`config.mk`:
```
export PLATFORM = sky130hd
export DESIGN_NAME = lsu_access_splitter_flat
export DESIGN_NICKNAME = d
export VERILOG_FILES = /design/src/rtl/lsu_access_splitter_pkg.sv /design/src/rtl/lsu_access_splitter_if.sv /design/src/rtl/lsu_access_splitter_split_calc.sv /design/src/rtl/lsu_access_splitter.sv /design/src/flat_wrapper.sv
export SDC_FILE = /design/constraint.sdc
export NUM_CORES = 1
export LEC_CHECK = 0
export CAP_MARGIN = 20
export CORE_AREA = 2 2 140 244
export DETAILED_ROUTE_END_ITERATION = 16
export DIE_AREA = 0 0 142 246
export GPL_TIMING_DRIVEN = 1
export MAX_ROUTING_LAYER = met4
export PLACE_DENSITY = 0.84
export SLEW_MARGIN = 20
export SYNTH_ARGS = -nofsm -noshare
export SYNTH_HDL_FRONTEND = slang
export SYNTH_SLANG_ARGS = --single-unit
```
`constraint.sdc`:
```
create_clock -name clk -period 6.9 [get_ports clk]
set_input_delay 0.69 -clock clk [delete_from_list [all_inputs] [get_ports clk]]
set_output_delay 0.69 -clock clk [all_outputs]
set_load 0.01 [all_outputs]
```
`src/rtl/lsu_access_splitter_pkg.sv`:
```
// Shared types and constants for the LSU access splitter: size encodings,
// FSM states, request part payload and a byte-lane mask helper.
package lsu_access_splitter_pkg;

    localparam int unsigned LINE_BYTES_DEF = 32;
    localparam int unsigned PAGE_BYTES_DEF = 4096;

    localparam logic [1:0] SZ_1B = 2'b00;
    localparam logic [1:0] SZ_2B = 2'b01;
    localparam logic [1:0] SZ_4B = 2'b10;
    localparam logic [1:0] SZ_8B = 2'b11;

    typedef enum logic [1:0] {
        ST_IDLE    = 2'd0,
        ST_ISSUE1  = 2'd1,
        ST_ISSUE2  = 2'd2,
        ST_WAIT_RD = 2'd3
    } state_t;

    typedef struct packed {
        logic [31:0] addr;
        logic [3:0]  size;
        logic [63:0] data;
    } part_t;

    // Ones in the low nbytes byte lanes, zero above.
    function automatic logic [63:0] byte_mask(input logic [3:0] nbytes);
        logic [63:0] m;
        m = '0;
        for (int i = 0; i < 8; i++) begin
            if (4'(i) < nbytes) begin
                m[8*i +: 8] = 8'hFF;
            end
        end
        return m;
    endfunction

endpackage

```
`src/rtl/lsu_access_splitter_if.sv`:
```
// Upstream access, downstream request and read-return signals of the splitter.
interface lsu_access_splitter_if;
    logic        LA_V;
    logic [31:0] LA_ADDR;
    logic [1:0]  LA_SIZE;
    logic        LA_RW;
    logic [63:0] LA_WR_DATA;
    logic        LA_STALL;
    logic        REQ_V;
    logic [31:0] REQ_ADDR;
    logic [3:0]  REQ_SIZE;
    logic        REQ_RW;
    logic [63:0] REQ_WR_DATA;
    logic        REQ_LAST;
    logic        REQ_PG_X;
    logic        REQ_STALL;
    logic        RD_V;
    logic [63:0] RD_DATA;
    logic        RSP_V;
    logic [63:0] RSP_DATA;

    modport master (
        output LA_V, LA_ADDR, LA_SIZE, LA_RW, LA_WR_DATA, REQ_STALL, RD_V, RD_DATA,
        input  LA_STALL, REQ_V, REQ_ADDR, REQ_SIZE, REQ_RW, REQ_WR_DATA, REQ_LAST,
               REQ_PG_X, RSP_V, RSP_DATA
    );

    modport slave (
        input  LA_V, LA_ADDR, LA_SIZE, LA_RW, LA_WR_DATA, REQ_STALL, RD_V, RD_DATA,
        output LA_STALL, REQ_V, REQ_ADDR, REQ_SIZE, REQ_RW, REQ_WR_DATA, REQ_LAST,
               REQ_PG_X, RSP_V, RSP_DATA
    );
endinterface

```
`src/rtl/lsu_access_splitter_split_calc.sv`:
```
// Combinational split decision: part sizes, second-part address, page-cross
// flag and per-part write data for one linear access.
module lsu_access_splitter_split_calc
    import lsu_access_splitter_pkg::*;
#(
    parameter int unsigned LINE_BYTES = LINE_BYTES_DEF,
    parameter int unsigned PAGE_BYTES = PAGE_BYTES_DEF
) (
    input  logic [31:0] i_addr,
    input  logic [1:0]  i_size,
    input  logic [63:0] i_wr_data,
    output logic        o_split_c,
    output part_t       o_part1_c,
    output part_t       o_part2_c,
    output logic        o_pg_x_c
);
    localparam int unsigned OFF_W  = $clog2(LINE_BYTES);
    localparam int unsigned OFF_P1 = OFF_W + 1;
    localparam int unsigned HI_W   = 32 - OFF_W;
    localparam int unsigned PG_W   = $clog2(PAGE_BYTES);
    localparam logic [OFF_W:0] LB  = OFF_P1'(LINE_BYTES);

    logic [3:0]      w_n;
    logic [OFF_W:0]  w_end;
    logic [OFF_W:0]  w_rem;
    logic [3:0]      w_s1;
    logic [3:0]      w_s2;
    logic [HI_W-1:0] w_line2;
    logic [31:0]     w_addr2;
    logic [6:0]      w_sh;

    always_comb begin
        w_n = 4'd1;
        case (i_size)
            SZ_1B:   w_n = 4'd1;
            SZ_2B:   w_n = 4'd2;
            SZ_4B:   w_n = 4'd4;
            SZ_8B:   w_n = 4'd8;
            default: w_n = 4'd1;
        endcase
    end

    assign w_end     = {1'b0, i_addr[OFF_W-1:0]} + OFF_P1'(w_n);
    assign w_rem     = LB - {1'b0, i_addr[OFF_W-1:0]};
    assign o_split_c = (w_end > LB);
    assign w_s1      = o_split_c ? 4'(w_rem) : w_n;
    assign w_s2      = w_n - w_s1;

    // Next line index wraps modulo 2^32 at the top of the address space.
    assign w_line2   = i_addr[31:OFF_W] + HI_W'(1);
    assign w_addr2   = {w_line2, {OFF_W{1'b0}}};
    assign o_pg_x_c  = (w_addr2[PG_W-1:0] == '0);
    assign w_sh      = {w_s1, 3'b000};

    assign o_part1_c.addr = i_addr;
    assign o_part1_c.size = w_s1;
    assign o_part1_c.data = i_wr_data & byte_mask(w_s1);
    assign o_part2_c.addr = w_addr2;
    assign o_part2_c.size = w_s2;
    assign o_part2_c.data = (i_wr_data >> w_sh) & byte_mask(w_s2);

endmodule

```
`src/rtl/lsu_access_splitter.sv`:
```
// Splits a line-crossing LSU access into two downstream requests and merges
// the two returned read parts into one right-justified response.
module lsu_access_splitter
    import lsu_access_splitter_pkg::*;
#(
    parameter int unsigned LINE_BYTES = LINE_BYTES_DEF,
    parameter int unsigned PAGE_BYTES = PAGE_BYTES_DEF
) (
    input  logic                  clk,
    input  logic                  rst,
    lsu_access_splitter_if.slave  bus
);
    state_t      r_state;
    logic        r_la_stall;
    logic        r_req_v;
    part_t       r_req;
    logic        r_req_rw;
    logic        r_req_last;
    logic        r_req_pg_x;
    logic        r_rsp_v;
    logic [63:0] r_rsp_data;
    logic        r_split;
    logic        r_rw;
    logic [3:0]  r_s1;
    part_t       r_part2;
    logic        r_pg_x;
    logic [1:0]  r_pending;
    logic        r_rd_idx;
    logic [63:0] r_merge;

    logic        w_split;
    part_t       w_part1;
    part_t       w_part2;
    logic        w_pg_x;
    logic        w_accept;
    logic        w_rd_take;
    logic        w_rd_last;
    logic [63:0] w_merge_next;

    lsu_access_splitter_split_calc #(
        .LINE_BYTES (LINE_BYTES),
        .PAGE_BYTES (PAGE_BYTES)
    ) u_calc (
        .i_addr     (bus.LA_ADDR),
        .i_size     (bus.LA_SIZE),
        .i_wr_data  (bus.LA_WR_DATA),
        .o_split_c  (w_split),
        .o_part1_c  (w_part1),
        .o_part2_c  (w_part2),
        .o_pg_x_c   (w_pg_x)
    );

    assign w_accept  = ((r_state == ST_ISSUE1) || (r_state == ST_ISSUE2)) && !bus.REQ_STALL && !r_rw;
    assign w_rd_take = bus.RD_V && (r_pending != 2'd0);
    assign w_rd_last = w_rd_take && (r_state == ST_WAIT_RD) && (r_pending == 2'd1);

    // Part 1 fills the low s1 bytes; part 2 is placed directly above it.
    assign w_merge_next = !r_rd_idx
        ? (bus.RD_DATA & byte_mask(r_s1))
        : (r_merge | ((bus.RD_DATA & byte_mask(r_part2.size)) << {r_s1, 3'b000}));

    always_ff @(posedge clk) begin
        if (!rst) begin
            r_state    <= ST_IDLE;
            r_la_stall <= 1'b0;
            r_req_v    <= 1'b0;
            r_req      <= '0;
            r_req_rw   <= 1'b0;
            r_req_last <= 1'b0;
            r_req_pg_x <= 1'b0;
            r_rsp_v    <= 1'b0;
            r_rsp_data <= '0;
            r_split    <= 1'b0;
            r_rw       <= 1'b0;
            r_s1       <= '0;
            r_part2    <= '0;
            r_pg_x     <= 1'b0;
            r_pending  <= '0;
            r_rd_idx   <= 1'b0;
            r_merge    <= '0;
        end else begin
            r_rsp_v   <= 1'b0;
            r_pending <= r_pending + 2'(w_accept) - 2'(w_rd_take);
            if (w_rd_take) begin
                r_merge  <= w_merge_next;
                r_rd_idx <= 1'b1;
            end

            case (r_state)
                ST_IDLE: begin
                    if (bus.LA_V) begin
                        r_split    <= w_split;
                        r_rw       <= bus.LA_RW;
                        r_s1       <= w_part1.size;
                        r_part2    <= w_part2;
                        r_pg_x     <= w_pg_x;
                        r_rd_idx   <= 1'b0;
                        r_req_v    <= 1'b1;
                        r_req      <= w_part1;
                        r_req_rw   <= bus.LA_RW;
                        r_req_last <= !w_split;
                        r_req_pg_x <= 1'b0;
                        r_la_stall <= 1'b1;
                        r_state    <= ST_ISSUE1;
                    end
                end
                ST_ISSUE1: begin
                    if (!bus.REQ_STALL) begin
                        if (r_split) begin
                            r_req      <= r_part2;
                            r_req_last <= 1'b1;
                            r_req_pg_x <= r_pg_x;
                            r_state    <= ST_ISSUE2;
                        end else begin
                            r_req_v    <= 1'b0;
                            r_req      <= '0;
                            r_req_rw   <= 1'b0;
                            r_req_last <= 1'b0;
                            r_req_pg_x <= 1'b0;
                            r_la_stall <= !r_rw;
                            r_state    <= r_rw ? ST_IDLE : ST_WAIT_RD;
                        end
                    end
                end
                ST_ISSUE2: begin
                    if (!bus.REQ_STALL) begin
                        r_req_v    <= 1'b0;
                        r_req      <= '0;
                        r_req_rw   <= 1'b0;
                        r_req_last <= 1'b0;
                        r_req_pg_x <= 1'b0;
                        r_la_stall <= !r_rw;
                        r_state    <= r_rw ? ST_IDLE : ST_WAIT_RD;
                    end
                end
                ST_WAIT_RD: begin
                    if (w_rd_last) begin
                        r_rsp_v    <= 1'b1;
                        r_rsp_data <= w_merge_next;
                        r_la_stall <= 1'b0;
                        r_state    <= ST_IDLE;
                    end
                end
                default: begin
                    r_state <= ST_IDLE;
                end
            endcase
        end
    end

    assign bus.LA_STALL    = r_la_stall;
    assign bus.REQ_V       = r_req_v;
    assign bus.REQ_ADDR    = r_req.addr;
    assign bus.REQ_SIZE    = r_req.size;
    assign bus.REQ_RW      = r_req_rw;
    assign bus.REQ_WR_DATA = r_req.data;
    assign bus.REQ_LAST    = r_req_last;
    assign bus.REQ_PG_X    = r_req_pg_x;
    assign bus.RSP_V       = r_rsp_v;
    assign bus.RSP_DATA    = r_rsp_data;

endmodule

```
`src/flat_wrapper.sv`:
```
// flat-port wrapper written by rule: the top's interface ports become plain ports
module lsu_access_splitter_flat import lsu_access_splitter_pkg::*;
#(
    parameter int unsigned LINE_BYTES = LINE_BYTES_DEF,
    parameter int unsigned PAGE_BYTES = PAGE_BYTES_DEF
)
  (clk, rst, bus_LA_V, bus_LA_ADDR, bus_LA_SIZE, bus_LA_RW, bus_LA_WR_DATA, bus_REQ_STALL, bus_RD_V, bus_RD_DATA, bus_LA_STALL, bus_REQ_V, bus_REQ_ADDR, bus_REQ_SIZE, bus_REQ_RW, bus_REQ_WR_DATA, bus_REQ_LAST, bus_REQ_PG_X, bus_RSP_V, bus_RSP_DATA);
  lsu_access_splitter_if bus_i ();
  input  logic clk;
  input  logic rst;
  input wire logic [$bits(bus_i.LA_V)-1:0] bus_LA_V;
  input wire logic [$bits(bus_i.LA_ADDR)-1:0] bus_LA_ADDR;
  input wire logic [$bits(bus_i.LA_SIZE)-1:0] bus_LA_SIZE;
  input wire logic [$bits(bus_i.LA_RW)-1:0] bus_LA_RW;
  input wire logic [$bits(bus_i.LA_WR_DATA)-1:0] bus_LA_WR_DATA;
  input wire logic [$bits(bus_i.REQ_STALL)-1:0] bus_REQ_STALL;
  input wire logic [$bits(bus_i.RD_V)-1:0] bus_RD_V;
  input wire logic [$bits(bus_i.RD_DATA)-1:0] bus_RD_DATA;
  output wire logic [$bits(bus_i.LA_STALL)-1:0] bus_LA_STALL;
  output wire logic [$bits(bus_i.REQ_V)-1:0] bus_REQ_V;
  output wire logic [$bits(bus_i.REQ_ADDR)-1:0] bus_REQ_ADDR;
  output wire logic [$bits(bus_i.REQ_SIZE)-1:0] bus_REQ_SIZE;
  output wire logic [$bits(bus_i.REQ_RW)-1:0] bus_REQ_RW;
  output wire logic [$bits(bus_i.REQ_WR_DATA)-1:0] bus_REQ_WR_DATA;
  output wire logic [$bits(bus_i.REQ_LAST)-1:0] bus_REQ_LAST;
  output wire logic [$bits(bus_i.REQ_PG_X)-1:0] bus_REQ_PG_X;
  output wire logic [$bits(bus_i.RSP_V)-1:0] bus_RSP_V;
  output wire logic [$bits(bus_i.RSP_DATA)-1:0] bus_RSP_DATA;
  assign bus_i.LA_V = bus_LA_V;
  assign bus_i.LA_ADDR = bus_LA_ADDR;
  assign bus_i.LA_SIZE = bus_LA_SIZE;
  assign bus_i.LA_RW = bus_LA_RW;
  assign bus_i.LA_WR_DATA = bus_LA_WR_DATA;
  assign bus_i.REQ_STALL = bus_REQ_STALL;
  assign bus_i.RD_V = bus_RD_V;
  assign bus_i.RD_DATA = bus_RD_DATA;
  assign bus_LA_STALL = bus_i.LA_STALL;
  assign bus_REQ_V = bus_i.REQ_V;
  assign bus_REQ_ADDR = bus_i.REQ_ADDR;
  assign bus_REQ_SIZE = bus_i.REQ_SIZE;
  assign bus_REQ_RW = bus_i.REQ_RW;
  assign bus_REQ_WR_DATA = bus_i.REQ_WR_DATA;
  assign bus_REQ_LAST = bus_i.REQ_LAST;
  assign bus_REQ_PG_X = bus_i.REQ_PG_X;
  assign bus_RSP_V = bus_i.RSP_V;
  assign bus_RSP_DATA = bus_i.RSP_DATA;
  lsu_access_splitter #(.LINE_BYTES(LINE_BYTES), .PAGE_BYTES(PAGE_BYTES)) u_core (.clk(clk), .rst(rst), .bus(bus_i));
endmodule
```
==> results of run 1 <==
[kinds of logic after synthesis]
logic type / synth area share
compound gates: 0.3101
xor+xnor: 0.01574
fa+ha+maj: 0.01088
buf+inv: 0.04729
flops: 0.3957
mux: 0.04794
simple gates: 0.1723
[final cells by class]
cell class | count | area [sq um]
Fill cell | 2712 | 11120
Timing Repair Buffer | 365 | 3611
Clock buffer | 40 | 859.6
Antenna cell | 4 | 10.01
Tap cell | 405 | 506.7
Inverter | 27 | 107.6
Clock inverter | 13 | 175.2
Sequential cell | 341 | 6829
Multi-Input combinational cell | 1577 | 9704
[flip-flops by register name, indices dropped and copies added (netlist names)]
signal                  flops
u_core.bus.REQ_RW           1
u_core.r_pg_x               1
u_core.bus.REQ_SIZE         4
u_core.r_s1                 4
u_core.r_merge             64
u_core.bus.REQ_PG_X         1
u_core.bus.REQ_ADDR        32
u_core.bus.RSP_V            1
u_core.bus.REQ_WR_DATA     64
u_core.bus.LA_STALL         1
u_core.r_rw                 1
u_core.bus.REQ_LAST         1
u_core.r_part2             95
u_core.bus.RSP_DATA        64
u_core.bus.REQ_V            1
u_core.r_state              2
u_core.r_pending            2
u_core.r_split              1
u_core.r_rd_idx             1
[critical path, cell delays in order]
cell	delay [ns]
sky130_fd_sc_hd__clkdlybuf4s50_1	0.56
sky130_fd_sc_hd__nor2_1	0.25
sky130_fd_sc_hd__ha_1	0.30
sky130_fd_sc_hd__o21ai_1	0.16
sky130_fd_sc_hd__a211oi_2	0.38
sky130_fd_sc_hd__nor2_1	0.18
sky130_fd_sc_hd__a31oi_2	0.49
sky130_fd_sc_hd__and2_4	0.23
sky130_fd_sc_hd__inv_2	0.04
sky130_fd_sc_hd__ha_1	0.23
sky130_fd_sc_hd__nor2_1	0.14
sky130_fd_sc_hd__a211oi_1	0.06
sky130_fd_sc_hd__a311oi_1	0.31
sky130_fd_sc_hd__xnor2_1	0.13
sky130_fd_sc_hd__mux2_2	0.38
sky130_fd_sc_hd__o311ai_2	0.73
sky130_fd_sc_hd__a211oi_1	0.12
sky130_fd_sc_hd__a221o_1	0.29
[metal layers]
metal	share of wire	global-route usage	up-vias
met5	0	-	-
met4	0.12	0.4453	0
met3	0.090	0.1022	459
met2	0.48	0.7563	1321
met1	0.31	0.4328	8898
li1	-	-	8352
[power breakdown]
group	switching (mW)	leakage (nW)	internal, mW	total [mW]
sequential	0.195	2.79	2.27	2.47
clock	0.797	0.499	1.02	1.82
combinational	1.45	4.42	0.864	2.31
[cell usage after synthesis (all sizes together), types with 9 or more instances]
master   number  area (sq um)
nand2       165         619.3
o21ai       175         875.8
a221o        16         160.2
nor3         96         480.5
a21boi       14         108.9
a222oi       12         120.1
o21bai       19         142.6
a21oi       134         670.6
mux2i        35         350.3
inv          25         93.84
a21o          9         67.56
a22oi        58         435.4
nor3b         9         67.56
a211oi       95         728.2
dfxtp       341          6827
xor2         18         157.7
xnor2        13         113.9
a221oi      115          1007
mux2         39         476.7
clkbuf      155         584.3
o211ai       10         80.07
or3           9         56.30
nand3        23         115.1
a2bb2oi      11         96.34
a22o         29         254.0
nor2b        11         68.82
nor2        324          1216
a31oi        20         131.4
ha           15         187.7
and3         13         81.33
buf          27         130.1
[stage by stage]
step / power (mW) / setup slack, ns / instance area (sq um) / utilization / hold WS, ns
3_5_place_dp: 4.697 / 1.201 / 20680 / 0.6280 / 0.4444
6_report: 6.594 / 1.694 / 21800 / 0.6623 / 0.4566
4_1_cts: 6.506 / 1.801 / 21710 / 0.6595 / 0.4535
5_1_grt: 6.832 / 1.394 / 21800 / 0.6623 / 0.4727
3_3_place_gp: 4.645 / 1.268 / 20680 / 0.6280 / 0.4368
2_1_floorplan: 3.728 / 1.812 / 17250 / - / 0.4251
[worst max path at each step]
stage	from	endpoint	slack [ns]	cells past startpoint
floorplan	bus_LA_SIZE[1]	u_core.r_part2[31]	1.81	22
global placement	bus_LA_SIZE[1]	u_core.r_part2[4]	1.27	19
detailed placement	bus_LA_SIZE[1]	u_core.r_part2[2]	1.20	18
CTS	bus_LA_SIZE[1]	u_core.r_part2[4]	1.80	19
global route	bus_LA_SIZE[1]	u_core.r_part2[4]	1.39	19
finish	bus_LA_SIZE[1]	u_core.r_part2[4]	1.69	18
==> Flow_metrics.wiki, run 1 <==
{| class="wikitable"
! Metric !! Value
|-
| Maximum operating frequency || 192.1 MHz
|-
| Initial antenna violation count || 4
|-
| Internal reg-to-reg setup slack || 3.06 ns
|-
| Number of slew-limit violations in the final report || 0
|-
| Leakage power || 7.708 nW
|-
| Portion of the post-synthesis area used by sequential elements || 0.3957
|-
| Hpwl dp || 57,070 um
|-
| Cell area after synthesis || 17,250 sq um
|-
| Count of TritonRoute iterations in the first routing pass || 8
|-
| Area growth from synthesis to layout || 26.39%
|-
| Sum of negative setup slack || 0 ns
|-
| I/O Pins || 338
|-
| Maximum clock path buffer count || 3
|-
| RSZ-0062 raised after global routing || no
|-
| Clock Skews || 0.02378 ns
|-
| Later-pin clock latency in the skew report || 0.60 ns
|-
| Area of the die || 34,930 sq um
|-
| Count of state elements after synthesis || 341
|-
| CP Class || in2reg
|-
| Total grt overflow || 0
|-
| Most used cells in the layout excluding fill and tap cells || sky130_fd_sc_hd__dfxtp_1 (339), sky130_fd_sc_hd__clkdlybuf4s50_1 (336), sky130_fd_sc_hd__nor2_1 (319), sky130_fd_sc_hd__o21ai_0 (169), sky130_fd_sc_hd__nand2_1 (165)
|-
| Share of layout cells above drive strength 1 || 0.06559
|-
| Fraction of the cycle the final worst path needs || 0.7546
|-
| Most used flip-flop cell after synthesis || sky130_fd_sc_hd__dfxtp_1
|-
| Maximum vdd ir drop || 0.2420 mV
|-
| Final hold violations || 0
|-
| Kind of end point of the critical path || flip-flop
|-
| Final-stage net count || 2,526
|-
| Worst Hold End || u_core.bus.REQ_ADDR[1]
|-
| Weighted congestion reported at the end of routability-driven placement || 1.116
|-
| Hold depth || 2
|-
| Post-route DRC || 0
|-
| Power per cell area || 302.4 nW/um^2
|-
| Category of the worst setup path launch point || primary input
|-
| Std-Cell Core Area || 32,920 sq um
|-
| Via density per instance || 6.865
|-
| Max capacitance violation total || 0
|-
| Minimum clock period || 5.206 ns
|-
| Tightest Pin Transition || 1.179 ns
|-
| Sink Count || 341
|-
| TritonCTS clock tree || done
|-
| Final number of setup-violating endpoints || 0
|-
| First-pass GRT wire length || 116,400 um
|-
| Number of I/O port buffers || 337
|-
| Number of global-route vias before repair || 18,799
|-
| Number of H-tree branching levels || 1
|-
| Synthesis warning total || 0
|-
| WL per Instance || 28.82 um
|-
| Avg Cell Area, Syn || 8.110 sq um
|-
| Hold path startpoint || u_core.bus.REQ_ADDR[1]
|-
| Number of placement rows || 88
|-
| Critical path required time || 7.37 ns
|-
| Endpoint arrival time on the critical path || 5.68 ns
|-
| Leading cell type in the layout, fill and taps excluded || sky130_fd_sc_hd__dfxtp_1
|-
| Die boundary height || 246 um
|-
| Horizontal die dimension || 142 um
|-
| Final cell count without fillers || 2,772
|-
| Post-cts hold buffer count || 0
|-
| Post-synth ARST share || 0
|-
| Remaining number of nets flagged by the antenna check after routing || 0
|-
| Gate count of the mapped netlist || 2,127
|-
| Worst R2R Path Depth || 8
|-
| Max FO, Critical Path || 10
|-
| Number of DRC markers after the initial detailed-route iteration || 2,061
|-
| Initial core utilization || 0.5240
|-
| Pin count of the biggest net entering global routing || 108
|-
| Reg2Reg Launch Point || u_core.r_state[0]
|-
| Post-synth net total || 2,310
|-
| Number of buffers created by CTS || 31
|-
| Total vias in the final route || 19,030
|-
| Count of flip-flops with a built-in enable after synthesis || 0
|-
| Remaining max-slew budget at the tightest pin || 0.2116
|-
| Number of buffers inserted by post-CTS setup repair || 0
|-
| Clock transition at path regs || 0.06 ns
|-
| Count of cell types in the netlist || 75
|-
| Total global-route track usage || 0.4589
|-
| Kind of path behind the tightest hold check || reg2reg
|-
| Cell at the root of the clock tree || sky130_fd_sc_hd__clkbuf_16
|-
| Capturing point of the worst reg2reg path || u_core.bus.REQ_ADDR[23]
|-
| Placed cell count || 2,713
|-
| Outcome || finished, final reports clean
|-
| Post-CTS sizing || 0
|-
| Aggregate routed wire length || 79,900 um
|}
Power figures use the tool's default switching activity.
==> inputs of run 2 (changes only) <==
==> constraint.sdc (replaced) <==
create_clock -name clk -period 5.16 [get_ports clk]
set_input_delay 0.516 -clock clk [delete_from_list [all_inputs] [get_ports clk]]
set_output_delay 0.516 -clock clk [all_outputs]
set_load 0.01 [all_outputs]
==> Flow_metrics.wiki, run 2 (synthesis gave the netlist of run 1 again) <==
{| class="wikitable"
! Metric !! Value
|-
| Most used cells in the layout excluding fill and tap cells || sky130_fd_sc_hd__dfxtp_1 (340), sky130_fd_sc_hd__clkdlybuf4s50_1 (336), sky130_fd_sc_hd__nor2_1 (319), sky130_fd_sc_hd__o21ai_0 (169), sky130_fd_sc_hd__nand2_1 (165) (was sky130_fd_sc_hd__dfxtp_1 (339), sky130_fd_sc_hd__clkdlybuf4s50_1 (336), sky130_fd_sc_hd__nor2_1 (319), sky130_fd_sc_hd__o21ai_0 (169), sky130_fd_sc_hd__nand2_1 (165))
|-
| Initial antenna violation count || 4 (unchanged)
|-
| Category of the worst setup path launch point || primary input (unchanged)
|-
| GR peak layer || met2 (unchanged)
|-
| Power per cell area || 411.9 nW/um^2 (was 302.4 nW/um^2)
|-
| Final total power || 9.127 mW (was 6.594 mW)
|-
| CP Class || in2reg (unchanged)
|-
| Clock Skews || 0.01015 ns (was 0.02378 ns)
|-
| Tightest Pin Transition || 1.148 ns (was 1.179 ns)
|-
| Hpwl dp || 56,540 um (was 57,070 um)
|-
| Total grt overflow || 0 (unchanged)
|-
| Sink Count || 341 (unchanged)
|-
| Initial core utilization || 0.5240 (unchanged)
|-
| Chain of cells forming the critical path || clkdlybuf4s50_1 -> and2b_1 -> xnor2_1 -> ha_1 -> xnor2_1 -> a311oi_2 -> o211ai_2 -> mux2_4 -> and2_4 -> inv_2 -> ha_1 -> nor2_1 -> a211oi_1 -> a311oi_1 -> xnor2_1 -> mux2_2 -> o311a_1 -> a221o_1 (was clkdlybuf4s50_1 -> nor2_1 -> ha_1 -> o21ai_1 -> a211oi_2 -> nor2_1 -> a31oi_2 -> and2_4 -> inv_2 -> ha_1 -> nor2_1 -> a211oi_1 -> a311oi_1 -> xnor2_1 -> mux2_2 -> o311ai_2 -> a211oi_1 -> a221o_1)
|-
| Remaining max-slew budget at the tightest pin || 0.2324 (was 0.2116)
|-
| Total vias in the final route || 19,275 (was 19,030)
|-
| Number of buffers created by CTS || 34 (was 31)
|-
| Minimum clock period || 4.626 ns
|-
| Total global-route track usage || 0.4505 (was 0.4589)
|-
| Most common cell type on the critical path || sky130_fd_sc_hd__xnor2_1 (was sky130_fd_sc_hd__nor2_1)
|-
| Met1 layer usage reported by global route || 0.4293 (was 0.4328)
|-
| Via density per instance || 6.872 (was 6.865)
|-
| Register ranked first by flip-flop count || u_core.r_part2 (unchanged)
|-
| Max capacitance violation total || 0 (unchanged)
|-
| WL per Instance || 28.31 um (was 28.82 um)
|-
| Outcome || finished, final reports clean (unchanged)
|-
| Largest stage delay on the critical path || 0.53 ns (was 0.73 ns)
|-
| Std-Cell Core Area || 32,920 sq um (unchanged)
|-
| I/O Pins || 338 (unchanged)
|-
| Final hold violations || 0 (unchanged)
|-
| Critical path required time || 5.59 ns (was 7.37 ns)
|-
| Grt met2 use || 0.7558 (was 0.7563)
|-
| GRT met3 Usage || 0.09057 (was 0.1022)
|-
| Fraction of the cycle the final worst path needs || 0.8966
|-
| Maximum vdd ir drop || 0.3414 mV (was 0.2420 mV)
|-
| Remaining number of nets flagged by the antenna check after routing || 0 (unchanged)
|-
| Kind of path behind the tightest hold check || reg2reg (unchanged)
|-
| Number of placement rows || 88 (unchanged)
|-
| First-pass GRT wire length || 114,700 um (was 116,400 um)
|-
| Aggregate routed wire length || 79,410 um (was 79,900 um)
|-
| Count of TritonRoute iterations in the first routing pass || 7 (was 8)
|-
| Clock transition at path regs || 0.07 ns (was 0.06 ns)
|-
| Post-route DRC || 0 (unchanged)
|-
| Number of DRC markers after the initial detailed-route iteration || 2,022 (was 2,061)
|-
| Die boundary height || 246 um (unchanged)
|-
| Max FO, Critical Path || 8 (was 10)
|-
| Number of buffers inserted by post-CTS setup repair || 0 (unchanged)
|-
| Share of layout cells above drive strength 1 || 0.07686 (was 0.06559)
|-
| Horizontal die dimension || 142 um (unchanged)
|-
| Maximum clock path buffer count || 3 (unchanged)
|-
| Sum of negative setup slack || 0 ns (unchanged)
|-
| RSZ-0062 raised after global routing || no (unchanged)
|-
| Final number of setup-violating endpoints || 0 (unchanged)
|-
| Flip-flop count of the largest register after layout || 95 (unchanged)
|-
| Post-cts hold buffer count || 0 (unchanged)
|-
| Leakage power || 7.906 nW (was 7.708 nW)
|-
| Endpoint arrival time on the critical path || 5.05 ns (was 5.68 ns)
|-
| Number of slew-limit violations in the final report || 0 (unchanged)
|-
| Library cell contributing the largest single delay on the critical path || sky130_fd_sc_hd__o311a_1 (was sky130_fd_sc_hd__o311ai_2)
|-
| Final-stage net count || 2,553 (was 2,526)
|-
| Maximum operating frequency || 216.1 MHz
|-
| Leading cell type in the layout, fill and taps excluded || sky130_fd_sc_hd__dfxtp_1 (unchanged)
|-
| Cell at the root of the clock tree || sky130_fd_sc_hd__clkbuf_16 (unchanged)
|-
| Area of the die || 34,930 sq um (unchanged)
|-
| Later-pin clock latency in the skew report || 0.54 ns (was 0.60 ns)
|-
| Post-CTS sizing || 0 (unchanged)
|-
| TritonCTS clock tree || done (unchanged)
|-
| Number of I/O port buffers || 337 (unchanged)
|-
| Kind of end point of the critical path || flip-flop (unchanged)
|-
| Number of global-route vias before repair || 18,705 (was 18,799)
|-
| Pin count of the biggest net entering global routing || 97 (was 108)
|-
| Weighted congestion reported at the end of routability-driven placement || 1.152 (was 1.116)
|-
| Area growth from synthesis to layout || 28.46% (was 26.39%)
|-
| Number of H-tree branching levels || 2 (was 1)
|}
-- run 2: changes by cell type in the layout (fill, tap and decap cells not counted), sizes merged --
cell and change:
buf +24, bufinv -1, diode +2, clkinv -3, clkbuf +9, inv +2
-- run 2: critical path, delay by kind of cell --
kind	cells	cell delay [ns]
XOR/XNOR	3	0.48
multiplexers	2	0.74
AO/OA/AOI/OAI	6	1.85
buffers and inverters	2	0.55
AND/OR/NAND/NOR	3	0.43
adder cells (fa/ha/maj)	2	0.49
-- run 2: stage by stage --
step                area [sq um]  utilization  std cells  hold slack (ns)  worst slack [ns]
detailed placement         20900       0.6348       2738           0.4444            0.1360
global route               22160       0.6730       2803           0.4773            0.2893
global placement           20900       0.6348       2738           0.4379            0.2329
finish                     22160       0.6731       2805           0.4551            0.5335
floorplan                  17250            -       2127           0.4251            0.2460
CTS                        22100       0.6712       2798           0.4550            0.6772
-- run 2: layer usage --
metal,wire length [um],share of wire,up-vias
met5,0,0,-
met4,9133,0.12,0
met3,6561,0.083,442
met2,38270,0.48,1285
met1,25440,0.32,9129
li1,-,-,8419
-- run 2: layout make-up --
class | instances | area (sq um)
Clock inverter | 11 | 147.6
Antenna cell | 6 | 15.01
Inverter | 27 | 106.4
Fill cell | 2727 | 10760
Multi-Input combinational cell | 1577 | 9697
Sequential cell | 341 | 6828
Clock buffer | 49 | 1051
Timing Repair Buffer | 389 | 3809
Tap cell | 405 | 506.7
-- run 2: path summary, 6_finish.rpt --
path	startpoint	to	slack [ns]	cells after the start
worst max-delay path	bus_LA_SIZE[1]	u_core.r_part2[2]	0.53	18
worst min-delay path	u_core.r_merge[47]	u_core.r_merge[47]	0.46	2
worst max register to register	u_core.r_part2[67]	u_core.r_merge[58]	1.55	8
worst min register to register	u_core.r_merge[47]	u_core.r_merge[47]	0.46	2
-- run 2: where the power goes --
group          switching, mW  leakage (nW)  internal [mW]
Clock                   1.14         0.578           1.58
Sequential             0.267          2.79           3.04
Combinational           1.92          4.54           1.18
Total                   3.33          7.91           5.80
